## src/rtl/logic_capture_engine.sv

```systemverilog
// Circular-buffer capture core: pre-trigger prefill, pattern/edge trigger, post-trigger fill into sample RAM.
// Latency: one cycle from sample_valid to mem_we; no backpressure, so every valid sample in a capture state is written.
// Optional edge trigger compiled in with LOGCAP_EDGE_TRIG_EN.
module logic_capture_engine #(
    parameter int SAMPLE_WIDTH = 16,
    parameter int ADDR_WIDTH   = 12,
    parameter int CHAN_BITS    = (SAMPLE_WIDTH > 1) ? $clog2(SAMPLE_WIDTH) : 1
) (
    input  logic                    clk,
    input  logic                    reset,
    input  logic [SAMPLE_WIDTH-1:0] sample_in,
    input  logic                    sample_valid,
    input  logic                    start,
    input  logic                    abort,
    input  logic [SAMPLE_WIDTH-1:0] cfg_active,
    input  logic [SAMPLE_WIDTH-1:0] cfg_pattern,
    input  logic [SAMPLE_WIDTH-1:0] cfg_care,
    input  logic                    cfg_pattern_en,
    input  logic [CHAN_BITS-1:0]    cfg_edge_chan,
    input  logic                    cfg_edge_rising,
    input  logic                    cfg_edge_en,
    input  logic [ADDR_WIDTH-1:0]   cfg_pre_count,
    input  logic [ADDR_WIDTH:0]     cfg_post_count,
    output logic                    mem_we,
    output logic [ADDR_WIDTH-1:0]   mem_addr,
    output logic [SAMPLE_WIDTH:0]   mem_wdata,
    output logic [ADDR_WIDTH-1:0]   trigger_addr,
    output logic [ADDR_WIDTH-1:0]   start_addr,
    output logic [7:0]              status
);

    localparam int DEPTH = 1 << ADDR_WIDTH;

    typedef enum logic [2:0] {
        S_IDLE,
        S_PREFILL,
        S_ARMED,
        S_POST,
        S_DONE
    } state_t;

    state_t                  state;
    logic [ADDR_WIDTH-1:0]   wptr;
    logic [ADDR_WIDTH-1:0]   pre_cnt;
    logic [ADDR_WIDTH:0]     post_cnt;
    logic [SAMPLE_WIDTH-1:0] active_l;
    logic [SAMPLE_WIDTH-1:0] pattern_l;
    logic [SAMPLE_WIDTH-1:0] care_l;
    logic                    pattern_en_l;
    logic [ADDR_WIDTH-1:0]   pre_l;
    logic [ADDR_WIDTH:0]     post_l;

    logic [ADDR_WIDTH:0]     post_eff;
    logic [ADDR_WIDTH+1:0]   post_sum;
    logic [ADDR_WIDTH:0]     post_clamped;
    logic                    pattern_hit;
    logic                    edge_hit;
    logic                    edge_en_eff;
    logic                    trig_hit;

    // A zero post length still stores the trigger sample; the post window is
    // shrunk so the oldest pre-trigger sample survives the whole capture.
    always_comb begin
        post_eff     = (cfg_post_count == '0) ? (ADDR_WIDTH+1)'(1) : cfg_post_count;
        post_sum     = (ADDR_WIDTH+2)'(cfg_pre_count) + (ADDR_WIDTH+2)'(post_eff);
        post_clamped = post_eff;
        if (post_sum > (ADDR_WIDTH+2)'(DEPTH))
            post_clamped = (ADDR_WIDTH+1)'(DEPTH) - (ADDR_WIDTH+1)'(cfg_pre_count);
    end

    assign pattern_hit = (((sample_in ^ pattern_l) & care_l & active_l) == '0);

`ifdef LOGCAP_EDGE_TRIG_EN
    logic [CHAN_BITS-1:0]    edge_chan_l;
    logic                    edge_rising_l;
    logic                    edge_en_l;
    logic [SAMPLE_WIDTH-1:0] prev_sample;
    logic                    prev_vld;

    assign edge_en_eff = edge_en_l;
    assign edge_hit    = prev_vld
                       && (sample_in[edge_chan_l] != prev_sample[edge_chan_l])
                       && (sample_in[edge_chan_l] == edge_rising_l);

    always_ff @(posedge clk or posedge reset) begin
        if (reset) begin
            edge_chan_l   <= '0;
            edge_rising_l <= 1'b0;
            edge_en_l     <= 1'b0;
            prev_sample   <= '0;
            prev_vld      <= 1'b0;
        end else if ((state == S_IDLE || state == S_DONE) && start && !abort) begin
            edge_chan_l   <= cfg_edge_chan;
            edge_rising_l <= cfg_edge_rising;
            edge_en_l     <= cfg_edge_en;
            prev_vld      <= 1'b0;
        end else if ((state == S_PREFILL || state == S_ARMED || state == S_POST)
                     && !abort && sample_valid) begin
            prev_sample   <= sample_in;
            prev_vld      <= 1'b1;
        end
    end
`else
    logic unused_edge_cfg;

    assign unused_edge_cfg = ^{cfg_edge_chan, cfg_edge_rising, cfg_edge_en};
    assign edge_en_eff     = 1'b0;
    assign edge_hit        = 1'b0;
`endif

    always_comb begin
        trig_hit = 1'b1;
        if (pattern_en_l && edge_en_eff)
            trig_hit = pattern_hit && edge_hit;
        else if (pattern_en_l)
            trig_hit = pattern_hit;
        else if (edge_en_eff)
            trig_hit = edge_hit;
    end

    always_ff @(posedge clk or posedge reset) begin
        if (reset) begin
            state        <= S_IDLE;
            wptr         <= '0;
            pre_cnt      <= '0;
            post_cnt     <= '0;
            active_l     <= '0;
            pattern_l    <= '0;
            care_l       <= '0;
            pattern_en_l <= 1'b0;
            pre_l        <= '0;
            post_l       <= '0;
            mem_we       <= 1'b0;
            mem_addr     <= '0;
            mem_wdata    <= '0;
            trigger_addr <= '0;
            start_addr   <= '0;
            status       <= 8'h01;
        end else begin
            mem_we <= 1'b0;
            case (state)
                S_IDLE, S_DONE: begin
                    if (start && !abort) begin
                        active_l     <= cfg_active;
                        pattern_l    <= cfg_pattern;
                        care_l       <= cfg_care;
                        pattern_en_l <= cfg_pattern_en;
                        pre_l        <= cfg_pre_count;
                        post_l       <= post_clamped;
                        wptr         <= '0;
                        pre_cnt      <= '0;
                        post_cnt     <= '0;
                        status       <= 8'h02;
                        state        <= (cfg_pre_count == '0) ? S_ARMED : S_PREFILL;
                    end
                end
                default: begin
                    if (abort) begin
                        state  <= S_IDLE;
                        status <= 8'h11;
                    end else if (sample_valid) begin
                        mem_we    <= 1'b1;
                        mem_addr  <= wptr;
                        mem_wdata <= {1'b0, sample_in & active_l};
                        wptr      <= wptr + ADDR_WIDTH'(1);
                        if (state == S_PREFILL) begin
                            pre_cnt <= pre_cnt + ADDR_WIDTH'(1);
                            if (pre_cnt + ADDR_WIDTH'(1) == pre_l)
                                state <= S_ARMED;
                        end else if (state == S_ARMED) begin
                            if (trig_hit) begin
                                mem_wdata    <= {1'b1, sample_in & active_l};
                                trigger_addr <= wptr;
                                start_addr   <= wptr - pre_l;
                                post_cnt     <= (ADDR_WIDTH+1)'(1);
                                if (post_l == (ADDR_WIDTH+1)'(1)) begin
                                    state  <= S_DONE;
                                    status <= 8'h08;
                                end else begin
                                    state  <= S_POST;
                                    status <= 8'h04;
                                end
                            end
                        end else begin
                            post_cnt <= post_cnt + (ADDR_WIDTH+1)'(1);
                            if (post_cnt + (ADDR_WIDTH+1)'(1) == post_l) begin
                                state  <= S_DONE;
                                status <= 8'h08;
                            end
                        end
                    end
                end
            endcase
        end
    end

endmodule
```

## config.mk

```make
export PLATFORM = sky130hd
export DESIGN_NAME = logic_capture_engine
export DESIGN_NICKNAME = d
export VERILOG_FILES = /design/src/rtl/logic_capture_engine.sv
export SDC_FILE = /design/constraint.sdc
export NUM_CORES = 1
export LEC_CHECK = 0
export ABC_AREA = 1
export CORE_UTILIZATION = 49
export CTS_CLUSTER_DIAMETER = 50
export DETAILED_ROUTE_END_ITERATION = 10
export PLACE_DENSITY = 0.8
export SETUP_SLACK_MARGIN = 0.4
export SLEW_MARGIN = 20
export SYNTH_ARGS = -nofsm -noshare
export SYNTH_HDL_FRONTEND = slang
export SYNTH_SLANG_ARGS = --single-unit
```

## constraint.sdc

```tcl
create_clock -name clk -period 6.8 [get_ports clk]
set_input_delay 2.04 -clock clk [delete_from_list [all_inputs] [get_ports clk]]
set_output_delay 2.04 -clock clk [all_outputs]
set_load 0.05 [all_outputs]
```

==> impl_metrics.py, run 1 <==
metrics = {
    "timing": {
        "slew_headroom_pct": 38.1,
        "fin_crit_ps": 5200,
        "tightestPinTransition_ps": 928,
        "timing.fmax_ghz": 0.192,
        "setup_viol": 0,
        "hold_violations": 0,
        "slew_viol_final": 0,
        "min_period_over_period_pct": 76.5,
        "setup_tns_ps": 0,
        "fin_skew_ps": 10.4,
        "rsz0062_at_grt": "no",
    },
    "synthesis": {
        "synth_area_per_cell_sq_um": 7.18,
        "yosysWarningCount": 0,
        "synthesis.area_sq_um": 9930,
        "ys_seq_area_share_pct": 43.6,
        "ys_top_cells_by_count": "nand2_1 (540), dfrtp_1 (172), inv_1 (157), nand3_1 (117), o21ai_0 (87)",
        "netlist.top_cell.by_area": "dfrtp_1",
        "ys.flop_type": "dfrtp_1",
        "synth_seq_cells": 173,
        "synth_edf_count": 0,
        "yosys.cell_count.top_type": "nand2_1",
        "yosysTopAreaCellShare_pct": 43.3,
        "async_reset_ff_share_pct": 100,
        "synthTopCellsByArea": "dfrtp_1 (43%), nand2_1 (20%), inv_1 (5.9%)",
        "synth.distinct_cells": 42,
        "synth_cells": 1383,
    },
    "flow_run": {
        "drv_cap": 0,
    },
    "worst_setup_path": {
        "endpoint_kind": "flip-flop",
        "cp.required_ps": 7170,
        "worstSetupStartpointType": "primary input",
        "path_max_fanout": 14,
        "critPathKind": "in -> reg",
        "crit_arrival_ps": 5580,
    },
    "global_route": {
        "grt_pass1_vias": 8927,
        "grt_first_pass_wirelength_um": 42300,
        "grt-ovfl-total": 0,
        "grt_use_total_pct": 26.2,
        "grt_max_degree": 174,
        "antenna_found_initial": 0,
    },
    "pwr": {
        "ir_worst_vdd_v": 0.000252,
        "p_leak_nw": 6.15,
        "power_density_nw_per_um2": 400,
    },
    "finish": {
        "drive_gt1_share_pct": 4.52,
        "num-nets-final": 1642,
        "syn2layout_area_growth_pct": 23.3,
        "diodes": 0,
        "fin_util_pct": 62.3,
    },
    "drt": {
        "postRouteWirelength_um": 25600,
        "vias": 9309,
        "drcViolationCount": 0,
        "first_pass_iters": 5,
        "wire_per_inst_um": 14.3,
        "viasPerCell": 5.20,
        "antenna_left": 0,
        "dr.first_iter.drc_count": 754,
    },
    "clock_network": {
        "clockBufferDepth": 2,
        "cts_resized": 0,
        "cts_tree": "done",
        "clkLatencyLatePin_ps": 440,
        "ctsHoldBuffers": 0,
        "path_clk_slew_ps": 70,
        "clock_sinks": 173,
        "cts_root_buf": "clkbuf_16",
        "cts_htree_levels": 4,
        "cts_setup_buffers": 0,
        "numCtsBuffers": 17,
    },
    "placed_design": {
        "dp_hpwl_um": 18500,
        "gp_congestion": 0.937,
        "portBuffers": 153,
    },
    "die": {
        "pin_count": 163,
        "die-width_um": 144,
        "rows": 51,
        "die_h_um": 144,
        "die-area_sq_um": 20800,
        "start_util_pct": 50.5,
        "design.core.area_sq_um": 19700,
    },
    "run_status": {
        "status": "finished clean",
    },
    "hold_path": {
        "hold_path.class": "reg -> reg",
    },
}
==> cell families (layout without fill, tap and decap cells) <==
kind of cell    Yosys count  after routing  share of synthesized area [%]
simple gates            806            806                           34.3
buf+inv                 211            351                           8.30
flops                   173            173                           43.6
compound gates          130            130                           6.98
xor+xnor                 32             32                           2.82
fa+ha+maj                29             29                           3.81
other cells               1              3                         0.0378
mux                       1              1                          0.113
==> final cells by class <==
| type | instances | area (sq um) |
|---|---|---|
| multi-input combinational | 1001 | 4790 |
| timing repair buffer | 158 | 1580 |
| sequential | 173 | 4330 |
| clock inverter | 14 | 170 |
| fill | 1783 | 7410 |
| clock buffer | 18 | 439 |
| inverter | 161 | 608 |
| tap | 265 | 332 |
==> critical path, cell delays in order <==
cell             delay, ps
clkdlybuf4s50_1        480
nor4_1                 270
and2_1                 170
a41oi_1                130
inv_1                   80
ha_1                   200
inv_1                   70
fa_1                   390
inv_1                  140
nand3_1                110
nand2_1                160
nand2_1                 90
nand2_1                 70
nand2_1                 40
nand2_1                 60
nand3_1                 60
nor2_1                 140
nand3_2                270
nand2_2                310
nand2_1                 80
nand2_1                 70
nand2_1                 60
nand2_1                 90
==> final timing paths <==
check	from	to	slack, ps	depth (start not counted)
max	cfg_post_count[6]	post_l[2]	1600	23
min	status[0]	status[0]	460	2
max reg2reg	state[0]	mem_wdata[14]	4230	9
min reg2reg	status[0]	status[0]	460	2
max in group asynchronous	reset	post_cnt[4]	3880	3
min in group asynchronous	reset	start_addr[1]	2230	3
==> where the power goes <==
group	internal [mW]	switching (mW)
combinational	0.746	1.42
sequential	1.43	0.306
clock	0.537	0.459
==> layout by cell type (no fill, tap or decap), types with 3 or more instances in the layout <==
| cell | instances |
|---|---|
| nand3_2 | 7 |
| nand3b_1 | 7 |
| ha_1 | 27 |
| inv_1 | 156 |
| nand3_1 | 116 |
| xor2_1 | 25 |
| conb_1 | 3 |
| clkinv_4 | 3 |
| nand4_1 | 30 |
| xnor2_1 | 7 |
| dfrtp_1 | 172 |
| o22ai_1 | 8 |
| buf_4 | 4 |
| inv_8 | 5 |
| nor2_1 | 70 |
| nand2_1 | 540 |
| inv_2 | 4 |
| nor4_1 | 5 |
| a21oi_1 | 25 |
| nor2_2 | 8 |
| o21ai_0 | 87 |
| nor3_1 | 9 |
| nand2_2 | 4 |
| o21bai_1 | 4 |
| clkbuf_16 | 17 |
| clkdlybuf4s50_1 | 153 |
==> per-layer routing <==
layer	vias to the layer above	GRT usage, %	routed length [um]
li1	4637	-	-
met1	4320	33.8	11200
met2	294	43.8	12300
met3	58	3.41	1210
met4	0	11.9	840
met5	-	0	0
==> metrics by stage <==
stage / instances / worst slack (ps) / hold slack (ps) / instance area [sq um] / power [mW]
finish: 1790 / 1600 / 464 / 12200 / 4.90
global route: 1790 / 1120 / 478 / 12200 / 5.24
CTS: 1790 / 1650 / 465 / 12200 / 4.90
detailed placement: 1758 / 1200 / 455 / 11600 / 3.89
global placement: 1758 / 1260 / 454 / 11600 / 3.83
floorplan: 1385 / 2370 / 449 / 9940 / 3.22
==> flip-flops by register name (all words and copies together), names as in the netlist <==
| signal | cells |
|---|---|
| trigger_addr | 12 |
| active_l | 16 |
| start_addr | 12 |
| pre_cnt | 12 |
| wptr | 12 |
| state | 3 |
| mem_we | 1 |
| status | 5 |
| mem_addr | 12 |
| pattern_en_l | 1 |
| pre_l | 12 |
| post_cnt | 13 |
| pattern_l | 16 |
| post_l | 13 |
| mem_wdata | 17 |
| care_l | 16 |
Power figures use the tool's default switching activity.
==> run 2, diff against run 1 <==
--- a/config.mk
+++ b/config.mk
@@ -6,10 +6,10 @@
 export NUM_CORES = 1
 export LEC_CHECK = 0
 export ABC_AREA = 1
-export CORE_UTILIZATION = 49
+export CORE_UTILIZATION = 54
 export CTS_CLUSTER_DIAMETER = 50
 export DETAILED_ROUTE_END_ITERATION = 10
-export PLACE_DENSITY = 0.8
+export PLACE_DENSITY = 0.84
 export SETUP_SLACK_MARGIN = 0.4
 export SLEW_MARGIN = 20
 export SYNTH_ARGS = -nofsm -noshare
==> constraint.sdc (replaced) <==
create_clock -name clk -period 5.2 [get_ports clk]
set_input_delay 1.56 -clock clk [delete_from_list [all_inputs] [get_ports clk]]
set_output_delay 1.56 -clock clk [all_outputs]
set_load 0.05 [all_outputs]
==> run 2 against run 1 <==
Against the previous run: worst hold slack gained 1.4 ps; via count is 1.9% higher; sequential share of layout area is essentially flat; clock power grew 31%; global-route usage is 2.9 points higher; combinational power increased by 31%.
==> impl_metrics.py, run 2 (synthesis gave the netlist of run 1 again) <==
metrics = {
    "finish": {
        "nFillCells": 1495,
        "syn2layout_area_growth_pct": 23.4,
        "layout_commonest_cell": "nand2_1",
        "top_register": "mem_wdata",
        "diodes": 0,
        "layout.cells.non_filler": 1761,
        "num-nets-final": 1649,
        "largest_reg_flops": 17,
        "drive_gt1_share_pct": 4.96,
        "mostFrequentLayoutCells": "nand2_1 (540), dfrtp_1 (172), inv_1 (156), clkdlybuf4s50_1 (153), nand3_1 (116)",
    },
    "global_route": {
        "grt_first_pass_wirelength_um": 42700,
        "grt_pass1_vias": 8897,
        "antenna_found_initial": 0,
        "grt_use_total_pct": 29.1,
        "grt-ovfl-total": 0,
        "grt_max_degree": 80,
    },
    "timing": {
        "setup_tns_ps": 0,
        "slew_viol_final": 0,
        "min_period_over_period_pct": 85.3,
        "hold-worst-slack_ps": 465,
        "fin_crit_ps": 4430,
        "setup_viol": 0,
        "timing.fmax_ghz": 0.226,
        "tightestPinTransition_ps": 859,
        "setup_slack_ps": 766,
        "hold_violations": 0,
        "fin_skew_ps": 10.5,
        "slew_headroom_pct": 42.5,
        "rsz0062_at_grt": "no",
    },
    "placed_design": {
        "gp_congestion": 0.902,
        "portBuffers": 153,
        "dp_hpwl_um": 19100,
        "place_ws_ps": 373,
        "dp.cells": 1729,
    },
    "die": {
        "die-width_um": 138,
        "design.core.area_sq_um": 18000,
        "die-area_sq_um": 18900,
        "die_h_um": 138,
        "pin_count": 163,
        "rows": 49,
        "start_util_pct": 55.3,
    },
    "pwr": {
        "power.total_mw": 6.41,
        "ir_worst_vdd_v": 0.000387,
        "p_leak_nw": 6.19,
        "power_density_nw_per_um2": 523,
    },
    "hold_path": {
        "hold_path.class": "reg -> reg",
    },
    "drt": {
        "postRouteWirelength_um": 25900,
        "wire_per_inst_um": 14.7,
        "viasPerCell": 5.39,
        "vias": 9487,
        "first_pass_iters": 5,
        "drcViolationCount": 0,
        "antenna_left": 0,
        "dr.first_iter.drc_count": 663,
    },
    "worst_setup_path": {
        "endpoint_kind": "flip-flop",
        "crit_arrival_ps": 4760,
        "cp.required_ps": 5520,
        "critPathKind": "in -> reg",
        "r2r_slack_ps": 2650,
        "crit_top_cell": "nand2_1",
        "worstSetupStartpointType": "primary input",
        "crit_path_cell_trace": "clkdlybuf4s50_1 -> nor4_1 -> and2_1 -> a41oi_1 -> inv_1 -> ha_1 -> inv_1 -> fa_1 -> inv_1 -> nand3_1 -> nand2_1 -> nand2_1 -> nand2_1 -> nand2_1 -> nand2_1 -> nand3_1 -> nor2_1 -> nand3_2 -> nand2_2 -> nand2_1 -> nand3_1 -> nand2_1",
        "slowest_delay_ps": 500,
        "slowest_stage": "clkdlybuf4s50_1",
        "path_max_fanout": 13,
    },
    "clock_network": {
        "cts_setup_buffers": 0,
        "path_clk_slew_ps": 70,
        "numCtsBuffers": 17,
        "clkLatencyLatePin_ps": 440,
        "cts_htree_levels": 4,
        "cts_root_buf": "clkbuf_16",
        "cts_resized": 0,
        "ctsHoldBuffers": 0,
        "clock_sinks": 173,
        "clockBufferDepth": 2,
        "cts_tree": "done",
    },
    "flow_run": {
        "drv_cap": 0,
    },
    "run_status": {
        "status": "finished clean",
    },
}
[run 2: critical path, delay by kind of cell]
kind | cells | cell delay [ps]
compound gates | 1 | 140
fa+ha+maj | 2 | 580
buf+inv | 4 | 770
simple gates | 15 | 1700
[run 2: layout make-up]
class | instances | area [sq um] | share of cell area, %
clock buffers | 17 | 425 | 3.47
clock inverters | 15 | 173 | 1.41
inverters | 161 | 608 | 4.96
multi-input cells | 1001 | 4790 | 39.1
flip-flops and latches | 173 | 4330 | 35.3
well taps | 229 | 287 | 2.34
repair buffers | 165 | 1650 | 13.4
[run 2: power by group]
part	total (mW)	internal, mW	switching [mW]
clock network	1.30	0.688	0.612
logic	2.84	0.982	1.86
registers	2.27	1.87	0.401
[run 2: through the flow]
step	instance area (sq um)	util (%)
6_report	12300	68.2
5_1_grt	12300	68.2
4_1_cts	12300	68.2
3_5_place_dp	11700	64.9
3_3_place_gp	11700	64.9
2_1_floorplan	9940	-
[run 2: worst paths after layout]
kind                       depth (start not counted)             to               from
setup / recovery                                  22     post_l[12]  cfg_post_count[6]
setup reg to reg                                  10  start_addr[7]      pattern_l[15]
hold / removal                                     2      status[0]          status[0]
max in group asynchronous                          3      status[0]              reset
min in group asynchronous                          2    mem_addr[1]              reset
hold reg to reg                                    2      status[0]          status[0]
[run 2: layer usage]
| layer | part of all wire (%) | wire, um | global-route usage, % | vias to the layer above |
|---|---|---|---|---|
| met4 | 3.1 | 794 | 10.9 | 0 |
| met1 | 43 | 11300 | 37.4 | 4472 |
| met5 | 0 | 0 | 0 | - |
| met2 | 48 | 12500 | 48.7 | 307 |
| met3 | 5.2 | 1350 | 5.30 | 67 |
| li1 | - | - | - | 4641 |
